File: config.mk
export PLATFORM = sky130hd
export DESIGN_NAME = upload_arbiter_flat
export DESIGN_NICKNAME = d
export VERILOG_FILES = /design/src/rtl/upload_arbiter_if.sv /design/src/rtl/upload_arbiter.sv /design/src/flat_wrapper.sv
export SDC_FILE = /design/constraint.sdc
export NUM_CORES = 1
export LEC_CHECK = 0
export BUFFER_PORTS_ARGS = -buffer_cell sky130_fd_sc_hd__buf_2
export CORE_MARGIN = 1.5
export CORE_UTILIZATION = 52
export CTS_BUF_LIST = sky130_fd_sc_hd__clkbuf_8
export CTS_CLUSTER_DIAMETER = 30
export DETAILED_ROUTE_END_ITERATION = 8
export GPL_TIMING_DRIVEN = 0
export PLACE_DENSITY = 0.95
export SLEW_MARGIN = 20
export SYNTH_ARGS = -nofsm -noshare
export SYNTH_HDL_FRONTEND = slang
export SYNTH_SLANG_ARGS = --single-unit
File: constraint.sdc
create_clock -name clk -period 3.1 [get_ports clk]
set_input_delay 0 -clock clk [delete_from_list [all_inputs] [get_ports clk]]
set_output_delay 0 -clock clk [all_outputs]
set_load 0.05 [all_outputs]
File: src/rtl/upload_arbiter_if.sv
// rtl/upload_arbiter_if.sv - source-side and port-side signal bundle for upload_arbiter
//
// Purpose: groups the N upload source streams and the single merged upload port
// into one bundle. The master modport is the arbiter's view; slave is the
// environment's view (sources plus command processor).
//
// Signals:
//   src_req       per-source packet request, high for the whole packet
//   src_data      per-source byte, source i on [8*i+7:8*i]
//   src_source    per-source source-ID byte, same packing
//   src_valid     per-source byte valid
//   src_ready     per-source byte accept (driven by the arbiter)
//   upload_req    merged packet request to the command processor
//   upload_data   merged byte
//   upload_source source-ID byte of the granted source
//   upload_valid  merged byte valid
//   upload_ready  command processor accept
//   grant_id      index of the granted source
//   timeout_pulse one-cycle pulse on a forced release
interface upload_arbiter_if #(
  parameter int NUM_SRC = 2
) ();
  logic [NUM_SRC-1:0]   src_req;
  logic [8*NUM_SRC-1:0] src_data;
  logic [8*NUM_SRC-1:0] src_source;
  logic [NUM_SRC-1:0]   src_valid;
  logic [NUM_SRC-1:0]   src_ready;
  logic                 upload_req;
  logic [7:0]           upload_data;
  logic [7:0]           upload_source;
  logic                 upload_valid;
  logic                 upload_ready;
  logic [7:0]           grant_id;
  logic                 timeout_pulse;

  modport master (
    input  src_req, src_data, src_source, src_valid, upload_ready,
    output src_ready, upload_req, upload_data, upload_source, upload_valid,
           grant_id, timeout_pulse
  );

  modport slave (
    output src_req, src_data, src_source, src_valid, upload_ready,
    input  src_ready, upload_req, upload_data, upload_source, upload_valid,
           grant_id, timeout_pulse
  );
endinterface

File: src/rtl/upload_arbiter.sv
// rtl/upload_arbiter.sv - packet-granular round-robin merge of N upload sources
//
// Purpose: merges NUM_SRC upload streams onto the single upload port of the
// command processor. A source owns the port from its grant until it drops
// src_req; a stall timeout forcibly releases a hung owner and locks it out
// until it drops its request. Data path is a combinational mux (zero latency);
// only state, grant, round-robin pointer, lockout and stall counter are stored.
//
// Ports:
//   clk    in  system clock
//   rst_n  in  asynchronous active-low reset
//   bus    upload_arbiter_if.master (sources in, merged port out, grant_id,
//          timeout_pulse)
module upload_arbiter #(
  parameter int NUM_SRC        = 2,
  parameter int TIMEOUT_CYCLES = 65535,
  parameter int CNT_W          = 16
) (
  input  logic             clk,
  input  logic             rst_n,
  upload_arbiter_if.master bus
);

  typedef enum logic [1:0] {
    IDLE   = 2'd0,
    ACTIVE = 2'd1,
    GAP    = 2'd2
  } state_t;

  // With TIMEOUT_CYCLES = 0 this wraps to all ones, but the compare is gated off.
  localparam logic [CNT_W-1:0] STALL_LAST = CNT_W'(TIMEOUT_CYCLES - 1);
  localparam bit               TIMEOUT_EN = (TIMEOUT_CYCLES != 0);
  localparam logic [7:0]       LAST_IDX   = 8'(NUM_SRC - 1);

  state_t             state_q, state_d;
  logic [7:0]         grant_q, grant_d;
  logic [7:0]         rr_ptr_q, rr_ptr_d;
  logic [NUM_SRC-1:0] lockout_q, lockout_d;
  logic [CNT_W-1:0]   stall_q, stall_d;

  logic [NUM_SRC-1:0] elig;
  logic               found;
  logic [7:0]         pick;

  logic               g_req;
  logic               g_valid;
  logic [7:0]         g_data;
  logic [7:0]         g_source;
  logic               xfer;

  logic               upload_req_c;
  logic               upload_valid_c;
  logic [7:0]         upload_data_c;
  logic [7:0]         upload_source_c;
  logic [NUM_SRC-1:0] src_ready_c;
  logic               timeout_c;

  // Select the granted source's signals.
  always_comb begin
    g_req    = 1'b0;
    g_valid  = 1'b0;
    g_data   = 8'd0;
    g_source = 8'd0;
    for (int i = 0; i < NUM_SRC; i++) begin
      if (grant_q == 8'(i)) begin
        g_req    = bus.src_req[i];
        g_valid  = bus.src_valid[i];
        g_data   = bus.src_data[8*i +: 8];
        g_source = bus.src_source[8*i +: 8];
      end
    end
  end

  // Round-robin scan: first eligible index at or above rr_ptr, then wrap to
  // the indices below it.
  always_comb begin
    elig  = bus.src_req & ~lockout_q;
    found = 1'b0;
    pick  = 8'd0;
    for (int i = 0; i < NUM_SRC; i++) begin
      if (!found && elig[i] && (i >= int'(rr_ptr_q))) begin
        found = 1'b1;
        pick  = 8'(i);
      end
    end
    for (int i = 0; i < NUM_SRC; i++) begin
      if (!found && elig[i] && (i < int'(rr_ptr_q))) begin
        found = 1'b1;
        pick  = 8'(i);
      end
    end
  end

  always_comb begin
    state_d         = state_q;
    grant_d         = grant_q;
    rr_ptr_d        = rr_ptr_q;
    stall_d         = stall_q;
    // A source that drops its request is released from lockout.
    lockout_d       = lockout_q & bus.src_req;
    upload_req_c    = 1'b0;
    upload_valid_c  = 1'b0;
    upload_data_c   = 8'd0;
    upload_source_c = 8'd0;
    src_ready_c     = '0;
    timeout_c       = 1'b0;
    xfer            = 1'b0;

    case (state_q)
      IDLE: begin
        if (found) begin
          state_d  = ACTIVE;
          grant_d  = pick;
          rr_ptr_d = (pick == LAST_IDX) ? 8'd0 : pick + 8'd1;
          stall_d  = '0;
        end
      end

      ACTIVE: begin
        upload_req_c    = 1'b1;
        upload_data_c   = g_data;
        upload_source_c = g_source;
        upload_valid_c  = g_valid & g_req;
        for (int i = 0; i < NUM_SRC; i++) begin
          if (grant_q == 8'(i)) src_ready_c[i] = bus.upload_ready & g_req;
        end
        xfer = g_valid & g_req & bus.upload_ready;

        if (!g_req) begin
          state_d = GAP;
        end else if (xfer) begin
          stall_d = '0;
        end else if (TIMEOUT_EN && (stall_q == STALL_LAST)) begin
          timeout_c = 1'b1;
          state_d   = GAP;
          for (int i = 0; i < NUM_SRC; i++) begin
            if (grant_q == 8'(i)) lockout_d[i] = 1'b1;
          end
        end else if (stall_q != '1) begin
          stall_d = stall_q + 1'b1;
        end
      end

      // One dead cycle so the processor sees the packet boundary.
      GAP: state_d = IDLE;

      default: state_d = IDLE;
    endcase
  end

  always_ff @(posedge clk or negedge rst_n) begin
    if (!rst_n) begin
      state_q   <= IDLE;
      grant_q   <= 8'd0;
      rr_ptr_q  <= 8'd0;
      lockout_q <= '0;
      stall_q   <= '0;
    end else begin
      state_q   <= state_d;
      grant_q   <= grant_d;
      rr_ptr_q  <= rr_ptr_d;
      lockout_q <= lockout_d;
      stall_q   <= stall_d;
    end
  end

  assign bus.upload_req    = upload_req_c;
  assign bus.upload_valid  = upload_valid_c;
  assign bus.upload_data   = upload_data_c;
  assign bus.upload_source = upload_source_c;
  assign bus.src_ready     = src_ready_c;
  assign bus.grant_id      = grant_q;
  assign bus.timeout_pulse = timeout_c;

endmodule

File: src/flat_wrapper.sv
// flat-port wrapper written by rule: the top's interface ports become plain ports
module upload_arbiter_flat 
#(
  parameter int NUM_SRC        = 2,
  parameter int TIMEOUT_CYCLES = 65535,
  parameter int CNT_W          = 16
)
  (clk, rst_n, bus_src_req, bus_src_data, bus_src_source, bus_src_valid, bus_upload_ready, bus_src_ready, bus_upload_req, bus_upload_data, bus_upload_source, bus_upload_valid, bus_grant_id, bus_timeout_pulse);
  upload_arbiter_if #(.NUM_SRC(NUM_SRC)) bus_i ();
  input  logic clk;
  input  logic rst_n;
  input wire logic [$bits(bus_i.src_req)-1:0] bus_src_req;
  input wire logic [$bits(bus_i.src_data)-1:0] bus_src_data;
  input wire logic [$bits(bus_i.src_source)-1:0] bus_src_source;
  input wire logic [$bits(bus_i.src_valid)-1:0] bus_src_valid;
  input wire logic [$bits(bus_i.upload_ready)-1:0] bus_upload_ready;
  output wire logic [$bits(bus_i.src_ready)-1:0] bus_src_ready;
  output wire logic [$bits(bus_i.upload_req)-1:0] bus_upload_req;
  output wire logic [$bits(bus_i.upload_data)-1:0] bus_upload_data;
  output wire logic [$bits(bus_i.upload_source)-1:0] bus_upload_source;
  output wire logic [$bits(bus_i.upload_valid)-1:0] bus_upload_valid;
  output wire logic [$bits(bus_i.grant_id)-1:0] bus_grant_id;
  output wire logic [$bits(bus_i.timeout_pulse)-1:0] bus_timeout_pulse;
  assign bus_i.src_req = bus_src_req;
  assign bus_i.src_data = bus_src_data;
  assign bus_i.src_source = bus_src_source;
  assign bus_i.src_valid = bus_src_valid;
  assign bus_i.upload_ready = bus_upload_ready;
  assign bus_src_ready = bus_i.src_ready;
  assign bus_upload_req = bus_i.upload_req;
  assign bus_upload_data = bus_i.upload_data;
  assign bus_upload_source = bus_i.upload_source;
  assign bus_upload_valid = bus_i.upload_valid;
  assign bus_grant_id = bus_i.grant_id;
  assign bus_timeout_pulse = bus_i.timeout_pulse;
  upload_arbiter #(.NUM_SRC(NUM_SRC), .TIMEOUT_CYCLES(TIMEOUT_CYCLES), .CNT_W(CNT_W)) u_core (.clk(clk), .rst_n(rst_n), .bus(bus_i));
endmodule
==> summary.md <==
| Metric | Value |
|---|---|
| RSZ-0062 raised after global routing | `no` |
| Vias/cell | `5.740` |
| Global route overflow | `0` |
| Layout cells sized above 1 | `0.3270` |
| Layout net count | `305` |
| Post-Syn Area | `1628 sq um` |
| DRT iter0 DRCs | `73` |
| First-pass GRT wire length | `7217 microns` |
| Depth of the CTS H-tree | `1` |
| Vias in the first global route | `1662` |
| Wire length per cell | `15.19 microns` |
| Net Sw Frac | `0.5602` |
| Critical Path, Cell by Cell | `nand4_2 > nor3_4 > nand4_1 > buf_2 > buf_6 > nor2_1 > buf_2` |
| Worst-margin pin slew | `0.6934 ns` |
| Vias | `1699` |
| Internal Pwr Total | `0.7922 mW` |
| # port buffers | `60` |
| Detail Route Antenna Nets | `0` |
| Max FO, Critical Path | `10` |
| Area Overhead vs Synth | `27.59%` |
| Synth cell types | `38` |
| Die Width | `58.95 microns` |
| Routability cong. | `0.8040` |
| Nature of the critical path endpoint | `output port` |
| Critical Path AT | `2.20 ns` |
| Detailed Routing Iterations Pass 1 | `4` |
| Setup tns final | `0 ns` |
| CP max stage cell | `dfrtp_1` |
| Syn Inst Count | `190` |
| Fmax | `454.6 MHz` |
| Sw power | `1.009 mW` |
| Max-cap violations | `0` |
| Antenna cells | `0` |
| Clock power share | `0.118` |
| Most frequent cells in the layout | `buf_2, nor2_1, a31oi_1, dfrtp_1, mux2i_1` |
| CTS tree | `yes` |
| DRC | `0` |
| Peak VDD IR | `0.6585 mV` |
| EDFF count, synth | `0` |
| CP peak stage delay | `0.44 ns` |
| Total GRT Usage | `0.2729` |
| FF+latch count, synth | `22` |
| Final setup viols | `0` |
| Commonest non-fill, non-tap cell in the layout | `buf_2` |
| HP Class | `in2async` |
| Clk Latency, worst-skew pair | `0.27 ns` |
| Core area | `3003 sq um` |
| Die height | `58.95 microns` |
| Clock transition at path regs | `0.08 ns` |
| Initial core utilization | `0.5421` |
| Number of cell rows | `20` |
| Num ports | `68` |
| Status | `complete, no violations` |
| Synthesized area per cell | `8.567 sq um` |
| Predominant post-synthesis flop cell | `dfrtp_1` |
| Root Driver | `clkbuf_8` |
| Leakage power | `1.125 nW` |
| Startpoint Class | `flop` |
| HPWL Detailed | `3314 microns` |
| Final Cycle Share | `0.7096` |
| PwrDens | `867.3 nW/um^2` |
| Relative slew slack | `0.5377` |
| Delay-heaviest family, CP | `simple AND/OR/NAND/NOR gates` |
| Seq/Total Area, Yosys | `0.3382` |
| Max Slew Vio Count | `0` |
| Hold Vio Cnt, Final | `0` |
| Yosys warns | `0` |
| Initial antenna violation count | `0` |
| Final worst path period need | `2.200 ns` |
| Post-CTS setup buffers | `0` |
| Die area | `3475 sq um` |
| WP data required | `3.10 ns` |
| Ys async rst share | `1.000` |
| Clock skew | `0.001335 ns` |
| Logic pwr share | `0.678` |
| Total Routed Length | `4496 microns` |
| Post-layout util | `0.6917` |
| Reg power frac | `0.204` |
| CP bufs+invs | `3` |
| Largest net degree at the start of global routing | `23` |
| Crit Path Class | `reg2out` |
| Resize count post-CTS | `0` |
| CTS Buf Count | `3` |
| Clk sinks | `22` |
| Clock tree buffer depth | `2` |
| CP most frequent cell | `buf_2` |
[per-stage QoR]
stage / power (mW) / cells / instance area, sq um / hold WS, ns / worst slack, ns
6_report: 1.801 / 296 / 2077 / 0.2232 / 0.9002
5_1_grt: 1.897 / 296 / 2077 / 0.2625 / 0.7883
4_1_cts: 1.792 / 296 / 2077 / 0.2488 / 0.8933
3_5_place_dp: 1.572 / 289 / 1992 / -0.004354 / 1.140
3_3_place_gp: 1.544 / 289 / 1992 / -0.003812 / 1.177
2_1_floorplan: 1.310 / 196 / 1650 / -0.2956 / 0.8027
[metal layers]
| metal | wire, microns | global-route usage |
|---|---|---|
| met4 | 111 | 0.1201 |
| met3 | 286 | 0.03736 |
| met1 | 1768 | 0.3180 |
| met2 | 2330 | 0.4937 |
| met5 | 0 | 0 |
[logic make-up after synthesis]
| logic type | share of synthesized area |
|---|---|
| compound gates | 0.1799 |
| fa+ha+maj | 0.01537 |
| buf+inv | 0.08224 |
| flops | 0.3382 |
| mux | 0.1199 |
| other cells | 0.002304 |
| simple gates | 0.2621 |
[cells in the mapped netlist, types with 3 or more instances]
cell,n,area (sq um)
o21ai_0,6,30.03
inv_1,6,22.52
or3_1,4,25.02
a31oi_1,26,162.7
nor3_1,4,20.02
nand2_1,9,33.78
mux2i_1,18,180.2
buf_4,8,60.06
a21oi_1,3,15.01
nand4_1,6,37.54
nor2_1,29,108.9
and3_1,8,50.05
clkbuf_1,3,11.26
dfrtp_1,22,550.5
nand2b_1,6,37.54
nand3_1,5,25.02
[final timing paths]
path	start	endpoint	slack (ns)	cells past startpoint
max	u_core.stall_q[9]	bus_timeout_pulse	0.90	7
min	rst_n	u_core.stall_q[13]	0.22	2
max reg2reg	u_core.stall_q[1]	u_core.stall_q[2]	1.10	7
min reg2reg	u_core.rr_ptr_q[0]	u_core.rr_ptr_q[0]	0.48	1
max in group asynchronous	rst_n	u_core.rr_ptr_q[0]	2.54	2
min in group clk	bus_src_valid[1]	u_core.state_q[0]	0.35	5
[state kept, by name, indices dropped and copies added, names as in the netlist]
register and count:
u_core.stall_q 16, u_core.lockout_q 2, u_core.state_q 2, u_core.bus.grant_id 1
u_core.rr_ptr_q 1
[worst reg2reg max path: stages, from the launching register on]
cell and delay (ns):
dfrtp_1 0.43, ha_1 0.24, nand3_1 0.14, nor2_1 0.34
a21oi_1 0.15, o21a_4 0.27, buf_6 0.16, a31oi_1 0.20
[power groups by stage]
stage          clock [mW]  combinational [mW]  sequential (mW)
2_1_floorplan           0               0.926            0.385
3_3_place_gp            0                1.18            0.366
3_5_place_dp            0                1.20            0.370
4_1_cts             0.213                1.21            0.366
5_1_grt             0.227                1.30            0.375
6_report            0.213                1.22            0.367
[area by class of cell]
type	instances	area, sq um
multi-input combinational	151	965.9
fill	224	925.9
sequential	22	550.5
timing repair buffer	63	330.3
buffer	16	107.6
clock buffer	4	55.05
tap	33	41.29
inverter	7	26.28
[repair_timing]
| item | in CTS | in global routing |
|---|---|---|
| endpoints found under the hold margin | 24 | 0 |
| hold buffers | 3 | 0 |
| endpoints found under the setup margin | 0 | 0 |
Power figures use the tool's default switching activity.
